--- src/rtl/reset_seq_pkg.sv ---
// Shared types, defaults and helpers for the NeoGS domain reset sequencer.
// Imported by reset_sequencer and its lowest-bit encoder.
package reset_seq_pkg;

  typedef enum logic [1:0] {
    S_IDLE,
    S_HOLD,
    S_WAIT,
    S_GAP
  } state_e;

  typedef enum logic {
    M_PWR,
    M_SOFT
  } mode_e;

  localparam int unsigned DEF_NDOM     = 4;
  localparam int unsigned DEF_HOLD_CYC = 4;
  localparam int unsigned DEF_GAP_CYC  = 2;
  localparam int unsigned DEF_TMO_CYC  = 16;

  function automatic int unsigned cnt_width(
    input int unsigned h,
    input int unsigned g,
    input int unsigned t
  );
    int unsigned m;
    m = h;
    if (g > m) m = g;
    if (t > m) m = t;
    return (m < 2) ? 1 : $clog2(m);
  endfunction

  function automatic int unsigned lowest_set(
    input logic [63:0] v
  );
    int unsigned r;
    r = 0;
    for (int i = 63; i >= 0; i--) begin
      if (v[i]) r = unsigned'(i);
    end
    return r;
  endfunction

endpackage

--- src/rtl/reset_sequencer_prio.sv ---
// Lowest-set-bit encoder: picks the lowest-index pending domain.
// vld is low when no request bit is set; idx is then 0.
module prio_lowest
  import reset_seq_pkg::*;
#(
  parameter int unsigned N  = DEF_NDOM,
  parameter int unsigned IW = $clog2(DEF_NDOM)
) (
  input  logic [N-1:0]  req,
  output logic [IW-1:0] idx,
  output logic          vld
);

  assign vld = |req;
  assign idx = IW'(lowest_set(64'(req)));

endmodule

--- src/rtl/reset_sequencer.sv ---
// Per-domain reset sequencer: ordered power-up release with ready/timeout,
// then one-at-a-time software resets served lowest index first.
module reset_sequencer
  import reset_seq_pkg::*;
#(
  parameter int unsigned NDOM     = DEF_NDOM,
  parameter int unsigned HOLD_CYC = DEF_HOLD_CYC,
  parameter int unsigned GAP_CYC  = DEF_GAP_CYC,
  parameter int unsigned TMO_CYC  = DEF_TMO_CYC
) (
  input  logic            clk,
  input  logic            rst,
  input  logic [NDOM-1:0] soft_req,
  input  logic [NDOM-1:0] dom_rdy,
  output logic [NDOM-1:0] dom_rst,
  output logic            busy,
  output logic            seq_done,
  output logic [NDOM-1:0] tmo_err
);

  localparam int unsigned CW = cnt_width(HOLD_CYC, GAP_CYC, TMO_CYC);
  localparam int unsigned IW = $clog2(NDOM);

  localparam logic [CW-1:0] HOLD_LAST = CW'(HOLD_CYC - 1);
  localparam logic [CW-1:0] GAP_LAST  = CW'(GAP_CYC - 1);
  localparam logic [CW-1:0] TMO_LAST  = CW'(TMO_CYC - 1);
  localparam logic [IW-1:0] IDX_LAST  = IW'(NDOM - 1);

  state_e          state_q, state_d;
  mode_e           mode_q, mode_d;
  logic [IW-1:0]   idx_q, idx_d;
  logic [CW-1:0]   cnt_q, cnt_d;
  logic [NDOM-1:0] pending_q, pending_d;
  logic [NDOM-1:0] dom_rst_q, dom_rst_d;
  logic [NDOM-1:0] tmo_err_q, tmo_err_d;
  logic            seq_done_q, seq_done_d;

  logic [NDOM-1:0] pend_clr;
  logic [IW-1:0]   pend_idx;
  logic            pend_vld;
  logic            rdy_cur;
  logic            idx_last;

  prio_lowest #(
    .N  (NDOM),
    .IW (IW)
  ) u_prio (
    .req (pending_q),
    .idx (pend_idx),
    .vld (pend_vld)
  );

  assign rdy_cur  = dom_rdy[idx_q];
  assign idx_last = (idx_q == IDX_LAST);

  always_ff @(posedge clk) begin
    if (rst) begin
      state_q <= S_HOLD;
    end else begin
      state_q <= state_d;
    end
  end

  always_comb begin
    state_d = state_q;
    unique case (state_q)
      S_IDLE: begin
        if (pend_vld) state_d = S_HOLD;
      end
      S_HOLD: begin
        if (cnt_q == HOLD_LAST) state_d = S_WAIT;
      end
      S_WAIT: begin
        if (rdy_cur || cnt_q == TMO_LAST) state_d = S_GAP;
      end
      S_GAP: begin
        if (cnt_q == GAP_LAST) begin
          if (mode_q == M_PWR && !idx_last) state_d = S_HOLD;
          else                              state_d = S_IDLE;
        end
      end
      default: state_d = S_IDLE;
    endcase
  end

  always_comb begin
    idx_d      = idx_q;
    mode_d     = mode_q;
    dom_rst_d  = dom_rst_q;
    tmo_err_d  = tmo_err_q;
    seq_done_d = seq_done_q;
    pend_clr   = '0;
    if (state_d != state_q || state_q == S_IDLE) cnt_d = '0;
    else                                        cnt_d = cnt_q + 1'b1;
    unique case (state_q)
      S_IDLE: begin
        if (pend_vld) begin
          idx_d               = pend_idx;
          dom_rst_d[pend_idx] = 1'b1;
          pend_clr[pend_idx]  = 1'b1;
        end
      end
      S_HOLD: begin
        if (cnt_q == HOLD_LAST) dom_rst_d[idx_q] = 1'b0;
      end
      S_WAIT: begin
        // a timed-out domain stays released; only the flag records it
        if (!rdy_cur && cnt_q == TMO_LAST) tmo_err_d[idx_q] = 1'b1;
      end
      S_GAP: begin
        if (cnt_q == GAP_LAST && mode_q == M_PWR) begin
          if (!idx_last) begin
            idx_d = idx_q + 1'b1;
          end else begin
            seq_done_d = 1'b1;
            mode_d     = M_SOFT;
          end
        end
      end
      default: ;
    endcase
    pending_d = (pending_q & ~pend_clr) | soft_req;
  end

  always_ff @(posedge clk) begin
    if (rst) begin
      mode_q     <= M_PWR;
      idx_q      <= '0;
      cnt_q      <= '0;
      pending_q  <= '0;
      dom_rst_q  <= '1;
      tmo_err_q  <= '0;
      seq_done_q <= 1'b0;
    end else begin
      mode_q     <= mode_d;
      idx_q      <= idx_d;
      cnt_q      <= cnt_d;
      pending_q  <= pending_d;
      dom_rst_q  <= dom_rst_d;
      tmo_err_q  <= tmo_err_d;
      seq_done_q <= seq_done_d;
    end
  end

  assign busy     = (state_q != S_IDLE);
  assign dom_rst  = dom_rst_q;
  assign tmo_err  = tmo_err_q;
  assign seq_done = seq_done_q;

endmodule

--- config.mk ---
export PLATFORM = sky130hd
export DESIGN_NAME = reset_sequencer
export DESIGN_NICKNAME = d
export VERILOG_FILES = /design/src/rtl/reset_seq_pkg.sv /design/src/rtl/reset_sequencer_prio.sv /design/src/rtl/reset_sequencer.sv
export SDC_FILE = /design/constraint.sdc
export NUM_CORES = 1
export LEC_CHECK = 0
export ABC_AREA = 1
export CELL_PAD_IN_SITES_DETAIL_PLACEMENT = 0
export CELL_PAD_IN_SITES_GLOBAL_PLACEMENT = 1
export CORE_ASPECT_RATIO = 1.5
export CORE_MARGIN = 1
export CORE_UTILIZATION = 39
export DETAILED_ROUTE_END_ITERATION = 10
export GPL_ROUTABILITY_DRIVEN = 0
export PLACE_DENSITY = 0.88
export SYNTH_ARGS = -nofsm -noshare
export SYNTH_HDL_FRONTEND = slang
export SYNTH_SLANG_ARGS = --single-unit
--- constraint.sdc ---
create_clock -name clk -period 3.75 [get_ports clk]
set_input_delay 0.75 -clock clk [delete_from_list [all_inputs] [get_ports clk]]
set_output_delay 0.75 -clock clk [all_outputs]
set_load 0.02 [all_outputs]
==> results of run 1 <==
[placed cells by master (no fill, tap or decap), types with 2 or more instances in the layout]
cell,n
ha_1,6
nand3_2,2
nand2_2,4
o21ai_1,3
dfxtp_1,21
clkbuf_8,3
inv_1,18
clkdlybuf4s50_1,19
o21ai_0,12
nor2_2,3
nand3_1,12
nand2_1,29
a21oi_1,12
inv_2,3
nor2_1,14
clkinv_2,2
[sequential cells by signal (all words and copies together) (netlist names)]
signal	cells
cnt_q	4
dom_rst	4
idx_q	2
pending_q	4
seq_done	1
state_q	2
tmo_err	4
[synthesized netlist by cell type]
cell | number | area, µm²
a21oi_1 | 12 | 60.1
a21oi_2 | 1 | 8.76
and2_4 | 1 | 8.76
buf_6 | 1 | 11.3
clkbuf_2 | 1 | 5.00
clkinv_2 | 1 | 5.00
dfxtp_1 | 21 | 420
ha_1 | 6 | 75.1
inv_1 | 18 | 67.6
inv_2 | 3 | 11.3
nand2_1 | 29 | 109
nand2_2 | 4 | 25.0
nand2_4 | 1 | 11.3
nand3_1 | 12 | 60.1
nand3_2 | 2 | 20.0
nand3b_1 | 1 | 7.51
nor2_1 | 14 | 52.6
nor2_2 | 3 | 18.8
nor2_4 | 1 | 11.3
nor3_1 | 1 | 5.00
nor3b_1 | 1 | 7.51
o211ai_1 | 1 | 7.51
o21ai_0 | 12 | 60.1
o21ai_1 | 3 | 15.0
xnor2_1 | 1 | 8.76
xor2_1 | 1 | 8.76
[final timing paths]
kind / from / to
hold / removal: tmo_err[1]$_SDFFE_PP0P_ / tmo_err[1]$_SDFFE_PP0P_
setup reg to reg: cnt_q[0]$_SDFF_PP0_ / idx_q[0]$_SDFFE_PP0P_
setup / recovery: state_q[0]$_SDFF_PP1_ / busy
hold reg to reg: tmo_err[1]$_SDFFE_PP0P_ / tmo_err[1]$_SDFFE_PP0P_
[cells by family after synthesis]
logic type	after synthesis	synth area share
simple gates	70	0.306
compound gates	29	0.138
buf+inv	24	0.0909
flops	21	0.382
fa+ha+maj	6	0.0682
xor+xnor	2	0.0159
[power by group]
group	internal, mW	switching, mW
Clock	0.0741	0.0753
Combinational	0.0868	0.126
Sequential	0.252	0.0333
Total	0.413	0.235
[worst max-delay path: stages, from the launching register on]
cell             delay (ps)
dfxtp_1                 540
nor2_4                   70
inv_2                   120
clkdlybuf4s50_1         610
[through the flow]
step | utilization | instance area, µm²
6_report | 0.511 | 1370
5_1_grt | 0.511 | 1370
4_1_cts | 0.511 | 1370
3_5_place_dp | 0.494 | 1320
3_3_place_gp | 0.494 | 1320
2_1_floorplan | - | 1100
[routing by layer]
layer	vias up	GRT usage	part of all wire
li1	527	-	-
met1	449	0.207	0.40
met2	20	0.296	0.54
met3	5	0.0244	0.030
met4	0	0.102	0.023
met5	-	0	0
[final cells by class]
cell class | instances | area (µm²)
clock buffer | 3 | 41.3
clock inverter | 1 | 5.00
fill | 272 | 1310
inverter | 22 | 83.8
multi-input combinational | 107 | 581
sequential | 21 | 420
tap | 37 | 46.3
timing repair buffer | 19 | 190
==> run summary, run 1 <==
Num CTS Buffers = 3
Worst reg-to-reg path cell count = 7
Peak VDD IR = 260 µV
Syn nets = 168
Leakage power = 0.558 nW
CP Capture Type = primary output
Worst-case clock buffer depth = 2
Synth warnings = 0
Total inserted antenna cells = 0
RSZ-0062 raised after global routing = no
TNS Setup = 0 ps
Root Driver = clkbuf_8
Cells resized by post-CTS repair = 0
Run status = complete, no violations
Kind of critical path = reg2out
Drt first pass iters = 4
Post-CTS Setup Inserts = 0
Clock transition at path regs = 80 ps
Slew @ Worst Pin = 381 ps
Hold Fails Final Rpt = 0
Fin cells = 210
Die Span Y = 67.1 µm
Synth unique cells = 26
Synthesized instance count = 152
Final worst setup slack = 1400 ps
Core ar. = 2680 µm²
Hold Path Depth = 2
Starting density of the core = 0.411
DP Worst Slack = 1590 ps
Max Transition Viols Final = 0
CTS Hold Bufs = 0
Post-synthesis sequential area ratio = 0.382
Seq cells post-synth = 21
Arr. time, crit path = 1600 ps
Data required, critical path = 3000 ps
Relative slew slack = 0.745
Tot GR Track Use = 0.177
I/O pins = 20
Initial drt markers = 29
Rows = 23
Crit path launch type = flip-flop
Synth-to-layout area growth = 24.2%
Worst Hold Slack = 449 ps
Placed Cells = 206
Clock skew = 4.43 ps
Residual DRC count = 0
Initial antenna violation count = 0
Post-Syn Area = 1100 µm²
Max-cap violations = 0
Share of cells above drive strength 1 = 0.121
Clock Latency Late Sink = 260 ps
DP HPWL = 1770 µm
Setup violators final = 0
Total gr overflow = 0
ANT nets after route = 0
Die Wd = 45.4 µm
Vias = 1001
PD cells = 474 nW/µm²
WL/cell = 10.6 µm
Fmax = 426 MHz
Critical path fanouts, max = 8
Synth Area per Inst = 7.24 µm²
Final Cycle Share = 0.625
Post-route minimum period = 2350 ps
Design Power = 648 µW
Vias per cell = 4.77
Nets = 190
Via count of the first global-routing pass = 854
R2R Setup Slk = 2340 ps
Final wirelength = 2230 µm
HP Class = reg2reg
Sinks on Clock Net = 21
Largest net degree at the start of global routing = 13
CTS tree = yes
PortBufs = 19
First-pass GRT wire length = 3880 µm
Die area = 3040 µm²
Htree depth = 1
Power figures use the tool's default switching activity.
==> run 2, diff against run 1 <==
--- a/config.mk
+++ b/config.mk
@@ -10,10 +10,10 @@
 export CELL_PAD_IN_SITES_GLOBAL_PLACEMENT = 1
 export CORE_ASPECT_RATIO = 1.5
 export CORE_MARGIN = 1
-export CORE_UTILIZATION = 39
+export CORE_UTILIZATION = 36
 export DETAILED_ROUTE_END_ITERATION = 10
 export GPL_ROUTABILITY_DRIVEN = 0
-export PLACE_DENSITY = 0.88
+export PLACE_DENSITY = 0.83
 export SYNTH_ARGS = -nofsm -noshare
 export SYNTH_HDL_FRONTEND = slang
 export SYNTH_SLANG_ARGS = --single-unit
==> constraint.sdc (replaced) <==
create_clock -name clk -period 2.3 [get_ports clk]
set_input_delay 0.46 -clock clk [delete_from_list [all_inputs] [get_ports clk]]
set_output_delay 0.46 -clock clk [all_outputs]
set_load 0.02 [all_outputs]
==> run 2 against run 1 <==
  * Combinational power is 65% higher
  * Die area is 8.0% higher
  * Power is 64% higher
  * Critical path depth stayed put
  * Sequential cell count stayed put
  * Sequential share of layout area is 0.20 points lower
  * Utilization is 3.8 points lower
  * First-iteration DRC count is 41% lower
  * Hold slack hardly changed
  * Final cell count is 1.4% higher
  * Final area is 0.64% higher
==> run summary, run 2 (synthesis gave the netlist of run 1 again) <==
Slew @ Worst Pin = 329 ps (was 381 ps)
Most frequent cells in the layout = nand2_1 (29), dfxtp_1 (21), clkdlybuf4s50_1 (19) (unchanged)
DP Worst Slack = 546 ps (was 1590 ps)
Die Span Y = 69.7 µm (was 67.1 µm)
Kind of critical path = reg2out (unchanged)
RSZ-0062 raised after global routing = no (unchanged)
Largest net degree at the start of global routing = 12 (was 13)
Die Wd = 47.2 µm (was 45.4 µm)
Starting density of the core = 0.378 (was 0.411)
Worst-case clock buffer depth = 2 (unchanged)
Via count of the first global-routing pass = 942 (was 854)
CTS tree = yes (unchanged)
Hold Fails Final Rpt = 0 (unchanged)
HP Class = reg2reg (unchanged)
Total inserted antenna cells = 0 (unchanged)
Fin cells = 213 (was 210)
Fmax = 491 MHz
Die area = 3290 µm² (was 3040 µm²)
Cells resized by post-CTS repair = 0 (unchanged)
CP Capture Type = primary output (unchanged)
Sinks on Clock Net = 21 (unchanged)
Arr. time, crit path = 1580 ps (was 1600 ps)
Nets = 191 (was 190)
Design Power = 1.06 mW (was 648 µW)
Synth-to-layout area growth = 25.0% (was 24.2%)
Tot GR Track Use = 0.161 (was 0.177)
Post-route minimum period = 2040 ps
Setup violators final = 0 (unchanged)
Peak VDD IR = 406 µV (was 260 µV)
Post-CTS Setup Inserts = 0 (unchanged)
ANT nets after route = 0 (unchanged)
Max Transition Viols Final = 0 (unchanged)
Residual DRC count = 0 (unchanged)
First-pass GRT wire length = 3860 µm (was 3880 µm)
Run status = complete, no violations (unchanged)
Clock skew = 3.19 ps (was 4.43 ps)
Clock transition at path regs = 80 ps (about the same)
Vias per cell = 4.73 (was 4.77)
Total gr overflow = 0 (unchanged)
TNS Setup = 0 ps (unchanged)
Final Cycle Share = 0.885
CTS Hold Bufs = 0 (unchanged)
Rows = 24 (was 23)
WL/cell = 11.0 µm (was 10.6 µm)
Leakage power = 0.560 nW (was 0.558 nW)
Core ar. = 2910 µm² (was 2680 µm²)
Max-cap violations = 0 (unchanged)
Initial drt markers = 17 (was 29)
Num CTS Buffers = 3 (unchanged)
Number of fill cells = 312 (was 272)
Commonest non-fill, non-tap cell in the layout = nand2_1 (unchanged)
PortBufs = 19 (unchanged)
Drt first pass iters = 4 (unchanged)
Initial antenna violation count = 0 (unchanged)
Final wirelength = 2340 µm (was 2230 µm)
PD cells = 773 nW/µm² (was 474 nW/µm²)
Share of cells above drive strength 1 = 0.121 (about the same)
Final worst setup slack = 265 ps (was 1400 ps)
DP HPWL = 1870 µm (was 1770 µm)
Relative slew slack = 0.780 (was 0.745)
I/O pins = 20 (unchanged)
Clock Latency Late Sink = 260 ps (about the same)
Data required, critical path = 1840 ps (was 3000 ps)
Placed Cells = 209 (was 206)
Critical path fanouts, max = 8 (unchanged)
Vias = 1008 (was 1001)
Root Driver = clkbuf_8 (unchanged)
Htree depth = 1 (unchanged)
Crit path launch type = flip-flop (unchanged)
-- run 2: cell types whose count changed in the layout (fill, tap and decap cells not counted), sizes merged --
cell / delta
buf: +1
clkbuf: +1
clkinv: -1
-- run 2: area by class of cell --
cell class	count	area [µm²]	share of cell area
clock buffers	4	45.0	0.0327
inverters	22	83.8	0.0609
repair buffers	20	198	0.144
flip-flops and latches	21	420	0.305
well taps	39	48.8	0.0355
multi-input cells	107	581	0.422
-- run 2: worst max-delay path, stage by stage, from the launching register on --
cell	delay, ps
dfxtp_1	520
nor2_4	70
inv_2	110
clkdlybuf4s50_1	620
-- run 2: worst paths after layout --
path / start / to / slack, ps / cells past startpoint
setup / recovery: state_q[0]$_SDFF_PP1_ / busy / 260 / 3
hold / removal: tmo_err[0]$_SDFFE_PP0P_ / tmo_err[0]$_SDFFE_PP0P_ / 450 / 2
setup reg to reg: cnt_q[0]$_SDFF_PP0_ / dom_rst[0]$_SDFFE_PP1P_ / 850 / 6
hold reg to reg: tmo_err[0]$_SDFFE_PP0P_ / tmo_err[0]$_SDFFE_PP0P_ / 450 / 2
-- run 2: per-stage QoR --
stage | utilization | hold slack (ps) | area (µm²)
after floorplan | - | 433 | 1100
after CTS | 0.473 | 451 | 1380
after detailed placement | 0.457 | 439 | 1330
final | 0.473 | 450 | 1380
after global placement | 0.457 | 435 | 1330
after global routing | 0.473 | 470 | 1380
-- run 2: power breakdown --
group | internal [mW] | switching [mW] | leakage (nW)
registers | 0.411 | 0.0556 | 0.172
logic | 0.143 | 0.210 | 0.365
clock network | 0.124 | 0.122 | 0.0228
-- run 2: per-layer routing --
layer | vias up | part of all wire | track usage
li1 | 527 | - | -
met5 | - | 0 | 0
met1 | 459 | 0.42 | 0.176
met2 | 15 | 0.54 | 0.278
met4 | 0 | 0.025 | 0.0794
met3 | 7 | 0.020 | 0.0286
